File: src/rtl/gsense_train_supervisor.sv
// Bring-up/retry sequencer for the GSENSE LVDS receiver: drives serdes reset/enable,
// supervises training_done and lane lock. Option: GSENSE_SUP_AUTO_RETRAIN_EN retrains on lock loss.
module gsense_train_supervisor #(
  parameter int unsigned LANES          = 32,
  parameter int unsigned RST_CYCLES     = 16,
  parameter int unsigned SETTLE_CYCLES  = 1024,
  parameter int unsigned TIMEOUT_CYCLES = 2000000,
  parameter int unsigned MAX_RETRIES    = 4,
  parameter int unsigned LOSS_FILTER    = 64
) (
  input  logic             idlyctrl_clk,
  input  logic             reset,
  input  logic             start,
  input  logic             training_done,
  input  logic [LANES-1:0] lane_locked,
  output logic             serdes_reset,
  output logic             serdes_enable,
  output logic             busy,
  output logic             link_up,
  output logic             fail,
  output logic             lock_lost,
  output logic [3:0]       retry_count
);

  localparam int unsigned MAX_A   = (RST_CYCLES > SETTLE_CYCLES) ? RST_CYCLES : SETTLE_CYCLES;
  localparam int unsigned MAX_B   = (TIMEOUT_CYCLES > LOSS_FILTER) ? TIMEOUT_CYCLES : LOSS_FILTER;
  localparam int unsigned CNT_MAX = (MAX_A > MAX_B) ? MAX_A : MAX_B;
  localparam int unsigned CNT_W   = $clog2(CNT_MAX) + 1;

  typedef enum logic [2:0] {
    S_IDLE, S_RESET, S_SETTLE, S_ENABLE, S_WAIT_DONE, S_LINK_UP, S_FAIL
  } state_t;

  state_t           state_q, state_d;
  logic [CNT_W-1:0] cnt_q, cnt_d;
  logic [3:0]       retry_d;
  logic             lock_lost_d;

  logic             start_m, start_s, start_q;
  logic             done_m, done_s;
  logic [LANES-1:0] locked_m, locked_s;
  logic             start_rise, all_locked;

  // 2-FF synchronisers for the clkdiv2-domain status and the start level
  always_ff @(posedge idlyctrl_clk or posedge reset) begin
    if (reset) begin
      start_m  <= 1'b0;
      start_s  <= 1'b0;
      start_q  <= 1'b0;
      done_m   <= 1'b0;
      done_s   <= 1'b0;
      locked_m <= '0;
      locked_s <= '0;
    end else begin
      start_m  <= start;
      start_s  <= start_m;
      start_q  <= start_s;
      done_m   <= training_done;
      done_s   <= done_m;
      locked_m <= lane_locked;
      locked_s <= locked_m;
    end
  end

  assign start_rise = start_s & ~start_q;
  assign all_locked = &locked_s;

  // State, counters and registered outputs (outputs follow the state one clock later)
  always_ff @(posedge idlyctrl_clk or posedge reset) begin
    if (reset) begin
      state_q       <= S_IDLE;
      cnt_q         <= '0;
      retry_count   <= 4'd0;
      lock_lost     <= 1'b0;
      serdes_reset  <= 1'b1;
      serdes_enable <= 1'b0;
      busy          <= 1'b0;
      link_up       <= 1'b0;
      fail          <= 1'b0;
    end else begin
      state_q       <= state_d;
      cnt_q         <= cnt_d;
      retry_count   <= retry_d;
      lock_lost     <= lock_lost_d;
      serdes_reset  <= (state_q inside {S_IDLE, S_RESET, S_FAIL});
      serdes_enable <= (state_q inside {S_ENABLE, S_WAIT_DONE, S_LINK_UP});
      busy          <= (state_q inside {S_RESET, S_SETTLE, S_ENABLE, S_WAIT_DONE});
      link_up       <= (state_q == S_LINK_UP);
      fail          <= (state_q == S_FAIL);
    end
  end

  always_comb begin
    state_d     = state_q;
    cnt_d       = (cnt_q == CNT_W'(CNT_MAX)) ? cnt_q : cnt_q + CNT_W'(1);
    retry_d     = retry_count;
    lock_lost_d = lock_lost;
    unique case (state_q)
      S_IDLE: begin
        cnt_d = '0;
        if (start_rise) begin
          state_d     = S_RESET;
          retry_d     = 4'd0;
          lock_lost_d = 1'b0;
        end
      end
      S_RESET: begin
        if (cnt_q == CNT_W'(RST_CYCLES - 1)) begin
          state_d = S_SETTLE;
          cnt_d   = '0;
        end
      end
      S_SETTLE: begin
        if (cnt_q == CNT_W'(SETTLE_CYCLES - 1)) begin
          state_d = S_ENABLE;
          cnt_d   = '0;
        end
      end
      S_ENABLE: begin
        state_d = S_WAIT_DONE;
        cnt_d   = '0;
      end
      S_WAIT_DONE: begin
        // done takes priority over a coincident timeout
        if (done_s) begin
          state_d = S_LINK_UP;
          cnt_d   = '0;
        end else if (cnt_q == CNT_W'(TIMEOUT_CYCLES - 1)) begin
          cnt_d   = '0;
          retry_d = retry_count + 4'd1;
          state_d = (retry_d == 4'(MAX_RETRIES)) ? S_FAIL : S_RESET;
        end
      end
      S_LINK_UP: begin
        if (all_locked) cnt_d = '0;
        else if (cnt_q == CNT_W'(LOSS_FILTER)) cnt_d = cnt_q;
        if (cnt_q == CNT_W'(LOSS_FILTER)) begin
          lock_lost_d = 1'b1;
`ifdef GSENSE_SUP_AUTO_RETRAIN_EN
          state_d = S_RESET;
          cnt_d   = '0;
`endif
        end
        if (start_rise) begin
          state_d     = S_RESET;
          cnt_d       = '0;
          retry_d     = 4'd0;
          lock_lost_d = 1'b0;
        end
      end
      S_FAIL: begin
        cnt_d = '0;
        if (start_rise) begin
          state_d     = S_RESET;
          retry_d     = 4'd0;
          lock_lost_d = 1'b0;
        end
      end
      default: begin
        state_d = S_IDLE;
        cnt_d   = '0;
      end
    endcase
  end

endmodule

File: config.mk
export PLATFORM = sky130hd
export DESIGN_NAME = gsense_train_supervisor
export DESIGN_NICKNAME = d
export VERILOG_FILES = /design/src/rtl/gsense_train_supervisor.sv
export SDC_FILE = /design/constraint.sdc
export NUM_CORES = 1
export LEC_CHECK = 0
export CORE_UTILIZATION = 58
export DETAILED_ROUTE_END_ITERATION = 12
export PLACE_DENSITY = 0.84
export SLEW_MARGIN = 20
export SYNTH_ARGS = -nofsm -noshare
export SYNTH_HDL_FRONTEND = slang
export SYNTH_SLANG_ARGS = --single-unit
File: constraint.sdc
create_clock -name idlyctrl_clk -period 10.44 [get_ports idlyctrl_clk]
set_input_delay 2.088 -clock idlyctrl_clk [delete_from_list [all_inputs] [get_ports idlyctrl_clk]]
set_output_delay 2.088 -clock idlyctrl_clk [all_outputs]
set_load 0.01 [all_outputs]
==> results of run 1 <==
==> routing by layer <==
layer	global-route usage	up-vias	part of all wire
met2	0.323	49	0.51
li1	-	1092	-
met1	0.236	1047	0.44
met5	0	-	0
met3	0.0495	6	0.040
met4	0.0947	0	0.014
==> power breakdown <==
| part | internal [mW] | leakage (nW) | total, mW | switching [mW] |
|---|---|---|---|---|
| Sequential | 0.434 | 1.28 | 0.457 | 0.0234 |
| Clock | 0.0901 | 0.0892 | 0.225 | 0.135 |
| Combinational | 0.0704 | 0.479 | 0.148 | 0.0778 |
==> state kept, by name, summed over array words and instances (netlist names), 3 cells and up <==
| signal | flops |
|---|---|
| locked_m | 32 |
| locked_s | 32 |
| cnt_q | 22 |
| retry_count | 4 |
| state_q | 3 |
==> per-stage QoR <==
| step | setup WS [ps] | util | hold slack (ps) |
|---|---|---|---|
| after global placement | 6820 | 0.702 | 333 |
| after global routing | 6890 | 0.733 | 356 |
| after CTS | 6920 | 0.731 | 349 |
| after detailed placement | 6790 | 0.702 | 335 |
| after floorplan | 5620 | - | 331 |
| final | 6940 | 0.733 | 348 |
==> cells in the final DEF (no fill, tap or decap), types with 4 or more instances in the layout <==
master	instances
dfrtp_1	103
clkdlybuf4s50_1	45
nor2_1	36
xnor2_1	17
nand2_1	13
nand3_1	13
nand4_1	11
nor3_1	10
clkbuf_8	9
inv_1	8
o21ai_0	8
a21oi_1	7
nor2b_1	4
xor2_1	4
==> worst register-to-register path, cell delays in order (launching register included) <==
cell and delay (ps):
dfrtp_1 460, or4_4 550, nor4_2 570, a21boi_1 260, nor4_4 490, buf_6 250
nor2_1 70
==> final cells by class <==
class                           instances  share of cell area
Timing Repair Buffer                   47               0.106
Sequential cell                       104               0.586
Multi-Input combinational cell        168               0.239
Clock inverter                          6              0.0113
Clock buffer                           10              0.0287
Tap cell                               75              0.0211
Inverter                                9             0.00817
==> how the worst max path moves through the flow <==
stage | from | end | slack (ps) | cells past startpoint
floorplan | reset | busy | 5620 | 1
global placement | reset | cnt_q[15] | 6820 | 3
detailed placement | reset | cnt_q[13] | 6790 | 3
CTS | serdes_reset | serdes_reset | 6920 | 1
global route | serdes_reset | serdes_reset | 6890 | 1
finish | serdes_reset | serdes_reset | 6940 | 1
==> cell families after synthesis <==
logic type,Yosys count
buffers and inverters,16
AND/OR/NAND/NOR,113
flip-flops,104
adder cells (fa/ha/maj),3
AO/OA/AOI/OAI,31
XOR/XNOR,21
==> flow_summary.json, run 1 <==
{
  "ys_types": 45,
  "setup_violations": 0,
  "numClockSinks": 104,
  "drc": 0,
  "grt_pass1_vias": 2110,
  "hold_viol_final": 0,
  "reg2reg_from": "cnt_q[12]",
  "synthAdderAreaFrac": 0.0100,
  "ys_seq_elements": 104,
  "place.gp.congestion": 0.818,
  "ys_top_cells_by_count": "dfrtp_1, nor2_1, xnor2_1, nand2_1, nand3_1",
  "hold_depth": 0,
  "dieArea_um2": 6770,
  "slowest_delay_ps": 530,
  "tightestPinTransition_ps": 627,
  "drtIter0Drc": 114,
  "nNetsFinal": 378,
  "drive_gt1_frac": 0.0698,
  "min_to": "locked_s[7]",
  "vias_per_cell": 5.24,
  "critical_path.cell_chain": "clkdlybuf4s50_1",
  "r2r_slack_ps": 7690,
  "critical_path_class": "flop to output port",
  "clk_pin_slew_ps": 90,
  "synth_cells": 288,
  "crit_arrival_ps": 1410,
  "dpl.cell_count": 402,
  "placedInstanceArea_um2": 4250,
  "synth_fp_nets": 327,
  "fin_area_um2": 4440,
  "antenna_found_initial": 0,
  "final-seq-area_um2": 2600,
  "synth_compound_gate_area_share": 0.0565,
  "cts_tree": "yes",
  "insertion_delay_ps": 360,
  "synth.most_common_cell": "dfrtp_1",
  "power_density_nw_per_um2": 187,
  "fp.coreArea_um2": 6060,
  "htree_levels": 3,
  "die_x_um": 82.3,
  "min_period_over_period": 0.335,
  "status": "finished clean",
  "slew_headroom": 0.571,
  "ys_warn_count": 0,
  "synthMuxAreaShare": 0,
  "synthFlopType": "dfrtp_1",
  "critPathSlowestCell": "dfstp_2",
  "hp-start": "locked_m[7]",
  "post_cts_resized": 0,
  "grt_overflow": 0,
  "synth-simple-area-share": 0.168,
  "peakVddDrop_mv": 0.130,
  "timing.fmax_ghz": 0.286,
  "leakagePower_nw": 1.85,
  "slew_viol_final": 0,
  "ys_async_sr_fraction": 1.00,
  "yosys.area.top_type_share": 0.689,
  "wl_mm": 5.58,
  "antenna_left": 0,
  "wl_per_cell_um": 13.3,
  "hp-class": "flop to flop",
  "clock_skew_ps": 8.92,
  "syn-mean-instance-area_um2": 13.0,
  "synth_top_family_by_area": "simple AND/OR/NAND/NOR gates",
  "cts_made_buffers": 9,
  "r2r-end": "cnt_q[13]",
  "ios": 46,
  "clockRootBuffer": "clkbuf_8",
  "area_growth_pct": 18.8,
  "synth_area_um2": 3740,
  "p_total_uw": 830,
  "path_delay_family": "flip-flops",
  "cp_max_fo": 1,
  "dr.pass1.iters": 5,
  "vias": 2194,
  "maxCapViolCount": 0,
  "row_count": 28,
  "die_h_um": 82.3,
  "cts_setup_buffers": 0,
  "crit_required_ps": 8350,
  "synthXorXnorAreaFrac": 0.0492,
  "startpoint_type": "flop",
  "grt_pass1_wl_mm": 9.28,
  "start_util": 0.617,
  "fillers": 394,
  "tns_ps": 0,
  "layout_min_cycle_time_ps": 3500,
  "hpwl_mm": 3.76,
  "multiInputGateArea_um2": 1060,
  "synth_top_area_cell": "dfrtp_1",
  "ctsHoldBuffers": 0,
  "port_buffers": 45,
  "critical_path_buf_inv_count": 1,
  "synth_edf_count": 0,
  "cts_buffer_depth": 2,
  "synth.area.top_cells": "dfrtp_1, xnor2_1, nor2_1, nand4_1, nand3_1",
  "reg2regPathDepth": 6,
  "cp-end-kind": "output port",
  "grt_usage": 0.194,
  "rsz0062_at_grt": "false",
  "grt_max_degree": 55,
  "final_cells": 419,
  "insertedDiodeCount": 0,
  "seq_area_frac_synth": 0.696
}
No activity file was read; power rests on OpenSTA's default activity.
==> inputs of run 2 (changes only) <==
--- a/config.mk
+++ b/config.mk
@@ -5,9 +5,9 @@
 export SDC_FILE = /design/constraint.sdc
 export NUM_CORES = 1
 export LEC_CHECK = 0
-export CORE_UTILIZATION = 58
+export CORE_UTILIZATION = 54
 export DETAILED_ROUTE_END_ITERATION = 12
-export PLACE_DENSITY = 0.84
+export PLACE_DENSITY = 0.79
 export SLEW_MARGIN = 20
 export SYNTH_ARGS = -nofsm -noshare
 export SYNTH_HDL_FRONTEND = slang
==> constraint.sdc (replaced) <==
create_clock -name idlyctrl_clk -period 3.25 [get_ports idlyctrl_clk]
set_input_delay 0.65 -clock idlyctrl_clk [delete_from_list [all_inputs] [get_ports idlyctrl_clk]]
set_output_delay 0.65 -clock idlyctrl_clk [all_outputs]
set_load 0.01 [all_outputs]
==> flow_summary.json, run 2 (same netlist as run 1, synthesis figures left out) <==
{
  "status": "finished clean",
  "hpwl_mm": 4.08,
  "grt_max_degree": 105,
  "final_cells": 423,
  "htree_levels": 3,
  "die_x_um": 85.2,
  "slowest_delay_ps": 540,
  "drtIter0Drc": 136,
  "hp-class": "flop to flop",
  "drive_gt1_frac": 0.0780,
  "clk_pin_slew_ps": 110,
  "start_util": 0.573,
  "grtUsageMet1": 0.240,
  "startpoint_type": "flop",
  "antenna_left": 0,
  "reg2regPathDepth": 6,
  "hp-start": "locked_m[4]",
  "layout_min_cycle_time_ps": 2680,
  "critical_path_class": "flop to flop",
  "critical_path.cell_chain": "or4_4, nand4bb_4, o41a_1, nor4_4, buf_4, a21oi_1",
  "cp_max_fo": 8,
  "min_to": "locked_s[4]",
  "final_cell_mix": "dfrtp_1, clkdlybuf4s50_1, nor2_1, xnor2_1",
  "numClockSinks": 104,
  "fp.coreArea_um2": 6530,
  "insertedDiodeCount": 0,
  "slew_viol_final": 0,
  "grt_pass1_wl_mm": 10.0,
  "wl_per_cell_um": 13.7,
  "busiest_layer": "met2",
  "placedInstanceArea_um2": 4290,
  "setup_violations": 0,
  "dpl.cell_count": 407,
  "drc": 0,
  "cts_buffer_depth": 2,
  "post_cts_resized": 0,
  "tightestPinTransition_ps": 765,
  "mostFrequentLayoutCell": "dfrtp_1",
  "vias_per_cell": 5.31,
  "row_count": 29,
  "clockRootBuffer": "clkbuf_8",
  "fillers": 459,
  "crit_required_ps": 3500,
  "fin_area_um2": 4500,
  "slew_headroom": 0.485,
  "grt_usage": 0.183,
  "fin_ws_ps": 572,
  "r2r-end": "cnt_q[2]",
  "dieArea_um2": 7260,
  "place.gp.congestion": 0.893,
  "dr.pass1.iters": 4,
  "use_met2": 0.290,
  "cp-end-kind": "flop",
  "power_density_nw_per_um2": 609,
  "port_buffers": 45,
  "clock_skew_ps": 6.96,
  "crit_arrival_ps": 2930,
  "area_growth_pct": 20.2,
  "die_h_um": 85.2,
  "largest_registers": "locked_m x32, locked_s x32, cnt_q x22",
  "tns_ps": 0,
  "pre_cts_slack_ps": 557,
  "ctsHoldBuffers": 0,
  "r2r_slack_ps": 570,
  "grt_overflow": 0,
  "cts_setup_buffers": 0,
  "cts_tree": "yes",
  "grt_pass1_vias": 2268,
  "hold_viol_final": 0,
  "leakagePower_nw": 1.87,
  "fin_hold_ws_ps": 352,
  "hold_depth": 0,
  "wl_mm": 5.78,
  "insertion_delay_ps": 360,
  "cts_made_buffers": 9,
  "critPathSlowestCell": "or4_4",
  "vias": 2247,
  "met3_usage": 0.0457,
  "maxCapViolCount": 0,
  "reg2reg_from": "cnt_q[12]",
  "ios": 46,
  "nNetsFinal": 380,
  "timing.fmax_ghz": 0.373,
  "peakVddDrop_mv": 0.458,
  "min_period_over_period": 0.824,
  "antenna_found_initial": 0,
  "rsz0062_at_grt": "false"
}
-- run 2: power by group --
part | leakage, nW | switching (mW) | internal, mW
Clock | 0.104 | 0.480 | 0.311
Sequential | 1.28 | 0.0765 | 1.39
Combinational | 0.488 | 0.245 | 0.233
Total | 1.87 | 0.802 | 1.94
-- run 2: per-layer routing --
layer	share of wire	vias to the layer above	wire (um)
met5	0	-	0
met1	0.46	1078	2650
met2	0.47	63	2730
met4	0.023	0	131
met3	0.045	11	261
li1	-	1095	-
-- run 2: critical path: cells and delay by family (launching register included) --
kind / cells / cell delay (ps)
buf+inv: 1 / 250
simple gates: 3 / 1340
compound gates: 2 / 520
flops: 1 / 450
-- run 2: metrics by stage --
| step | utilization | total power, mW |
|---|---|---|
| after floorplan | - | 1.83 |
| after global placement | 0.657 | 1.96 |
| after detailed placement | 0.657 | 1.98 |
| after CTS | 0.689 | 2.77 |
| after global routing | 0.689 | 2.88 |
| final | 0.689 | 2.74 |
-- run 2: area by class of cell --
type	count	area, um2	area share
inverter	9	37.5	0.00835
clock inverter	7	81.3	0.0181
multi-input combinational	168	1060	0.236
timing repair buffer	49	493	0.110
clock buffer	9	124	0.0275
tap	77	96.3	0.0214
sequential	104	2600	0.579
-- run 2: worst max-delay path by stage --
stage | slack [ps] | depth (start not counted) | from | to
CTS | 540 | 6 | cnt_q[12] | cnt_q[2]
floorplan | 890 | 6 | cnt_q[12] | cnt_q[13]
global placement | 630 | 6 | cnt_q[12] | cnt_q[13]
detailed placement | 560 | 6 | cnt_q[12] | cnt_q[2]
finish | 570 | 6 | cnt_q[12] | cnt_q[2]
global route | 400 | 6 | cnt_q[12] | cnt_q[18]
==> inputs of run 3 (changes only) <==
--- a/config.mk
+++ b/config.mk
@@ -5,9 +5,9 @@
 export SDC_FILE = /design/constraint.sdc
 export NUM_CORES = 1
 export LEC_CHECK = 0
-export CORE_UTILIZATION = 54
+export CORE_UTILIZATION = 49
 export DETAILED_ROUTE_END_ITERATION = 12
-export PLACE_DENSITY = 0.79
+export PLACE_DENSITY = 0.75
 export SLEW_MARGIN = 20
 export SYNTH_ARGS = -nofsm -noshare
 export SYNTH_HDL_FRONTEND = slang
==> constraint.sdc (replaced) <==
create_clock -name idlyctrl_clk -period 2.1 [get_ports idlyctrl_clk]
set_input_delay 0.42 -clock idlyctrl_clk [delete_from_list [all_inputs] [get_ports idlyctrl_clk]]
set_output_delay 0.42 -clock idlyctrl_clk [all_outputs]
set_load 0.01 [all_outputs]
==> flow_summary.json, run 3 (same netlist as run 1, synthesis figures left out) <==
{
  "clk_pin_slew_ps": 90,
  "startpoint_type": "flop",
  "crit_arrival_ps": 2480,
  "clock_skew_ps": 8.77,
  "area_growth_pct": 30.9,
  "cp.depth": 8,
  "hpwl_mm": 4.55,
  "power_density_nw_per_um2": 935,
  "insertedDiodeCount": 0,
  "critical_path.cell_chain": "ha_1, nand2_1, or3_1, o311a_4, nor4_4, buf_6, buf_6, a21oi_2",
  "largest_registers": "locked_m x32, locked_s x32, cnt_q x22",
  "fp.coreArea_um2": 7330,
  "numClockSinks": 104,
  "timing.fmax_ghz": 0.445,
  "clockRootBuffer": "clkbuf_8",
  "grt_max_degree": 33,
  "drive_gt1_frac": 0.225,
  "hp-class": "primary input to async pin",
  "grt_usage": 0.187,
  "fin_area_um2": 4900,
  "r2r_slack_ps": -150,
  "slowest_delay_ps": 440,
  "fin_hold_ws_ps": 306,
  "pre_cts_slack_ps": -233,
  "mostFrequentLayoutCell": "dfrtp_1",
  "layout_min_cycle_time_ps": 2250,
  "critPathSlowestCell": "or3_1",
  "antenna_found_initial": 0,
  "die_x_um": 89.4,
  "drtIter0Drc": 135,
  "critical_path_buf_inv_count": 2,
  "dr.pass1.iters": 4,
  "cts_buffer_depth": 2,
  "status": "finished with violations",
  "tightestPinTransition_ps": 692,
  "grt_pass1_vias": 2424,
  "slew_headroom": 0.538,
  "cts_made_buffers": 9,
  "die_h_um": 89.4,
  "row_count": 31,
  "cp_common_cell": "buf_6",
  "vias_per_cell": 5.14,
  "htree_levels": 3,
  "final-seq-area_um2": 2600,
  "multiInputGateArea_um2": 1160,
  "final_cell_mix": "dfrtp_1, clkdlybuf4s50_1, buf_4, nor2_1, xnor2_1",
  "fillers": 528,
  "drc": 0,
  "tns_ps": -2960,
  "insertion_delay_ps": 350,
  "cp-end-kind": "flop",
  "violations": "setup timing",
  "reg2regPathDepth": 8,
  "nNetsFinal": 417,
  "peakVddDrop_mv": 0.520,
  "wl_mm": 6.43,
  "place.gp.congestion": 0.883,
  "wl_per_cell_um": 13.4,
  "start_util": 0.510,
  "placedInstanceArea_um2": 4550,
  "cp_max_fo": 6,
  "leakagePower_nw": 2.05,
  "maxCapViolCount": 0,
  "rsz0062_at_grt": "true",
  "min_period_over_period": 1.07,
  "vias": 2471,
  "dieArea_um2": 7990,
  "antenna_left": 0,
  "ios": 46,
  "slew_viol_final": 0,
  "setup_violations": 24,
  "cts_tree": "yes",
  "crit_start": "cnt_q[0]",
  "grt_overflow": 0,
  "path_delay_family": "simple AND/OR/NAND/NOR gates",
  "reg2reg_from": "cnt_q[0]",
  "fin_ws_ps": -145,
  "hold_viol_final": 0,
  "critical_path_class": "flop to flop",
  "port_buffers": 45,
  "grt_pass1_wl_mm": 11.0,
  "crit_required_ps": 2340
}
==> run 3: cell types whose count changed in the layout (fill, tap and decap cells not counted), sizes merged <==
cell	change
clkinvlp	+1
bufinv	+1
clkinv	-1
inv	-2
buf	+37
==> run 3: final cells by class <==
class / instances / share of cell area
Multi-Input combinational cell: 168 / 0.237
Sequential cell: 104 / 0.532
Clock inverter: 6 / 0.0138
Tap cell: 99 / 0.0253
Clock buffer: 9 / 0.0253
Timing Repair Buffer: 86 / 0.159
Inverter: 9 / 0.00767
==> run 3: through the flow <==
step                utilization  instances  power, mW
floorplan                     -        288       2.82
global placement          0.621        462       3.09
detailed placement        0.621        462       3.12
CTS                       0.659        480       4.48
global route              0.668        481       4.82
finish                    0.668        481       4.58
==> run 3: power by group <==
group	switching [mW]	internal [mW]	total (mW)
clock network	0.638	0.553	1.19
logic	0.568	0.570	1.14
registers	0.0922	2.16	2.25
==> run 3: timing repair <==
action,4_1_cts,5_1_grt
hold buffers,0,0
pin swaps,11,7
buffers inserted,1,1
endpoints found under the setup margin,24,29
gates cloned,2,0
gates resized for setup,17,18
==> run 3: per-layer routing <==
metal	GRT usage	up-vias	wire length [um]
met5	0	-	0
met4	0.0938	0	150
met3	0.0425	15	270
met2	0.291	73	3150
met1	0.249	1213	2860
li1	-	1170	-
==> run 3: worst paths after layout <==
kind	endpoint
setup / recovery	cnt_q[0]
hold reg to reg	locked_s[12]
hold / removal	locked_s[23]
max in group asynchronous	locked_s[4]
min in group idlyctrl_clk	locked_s[12]
setup reg to reg	cnt_q[0]
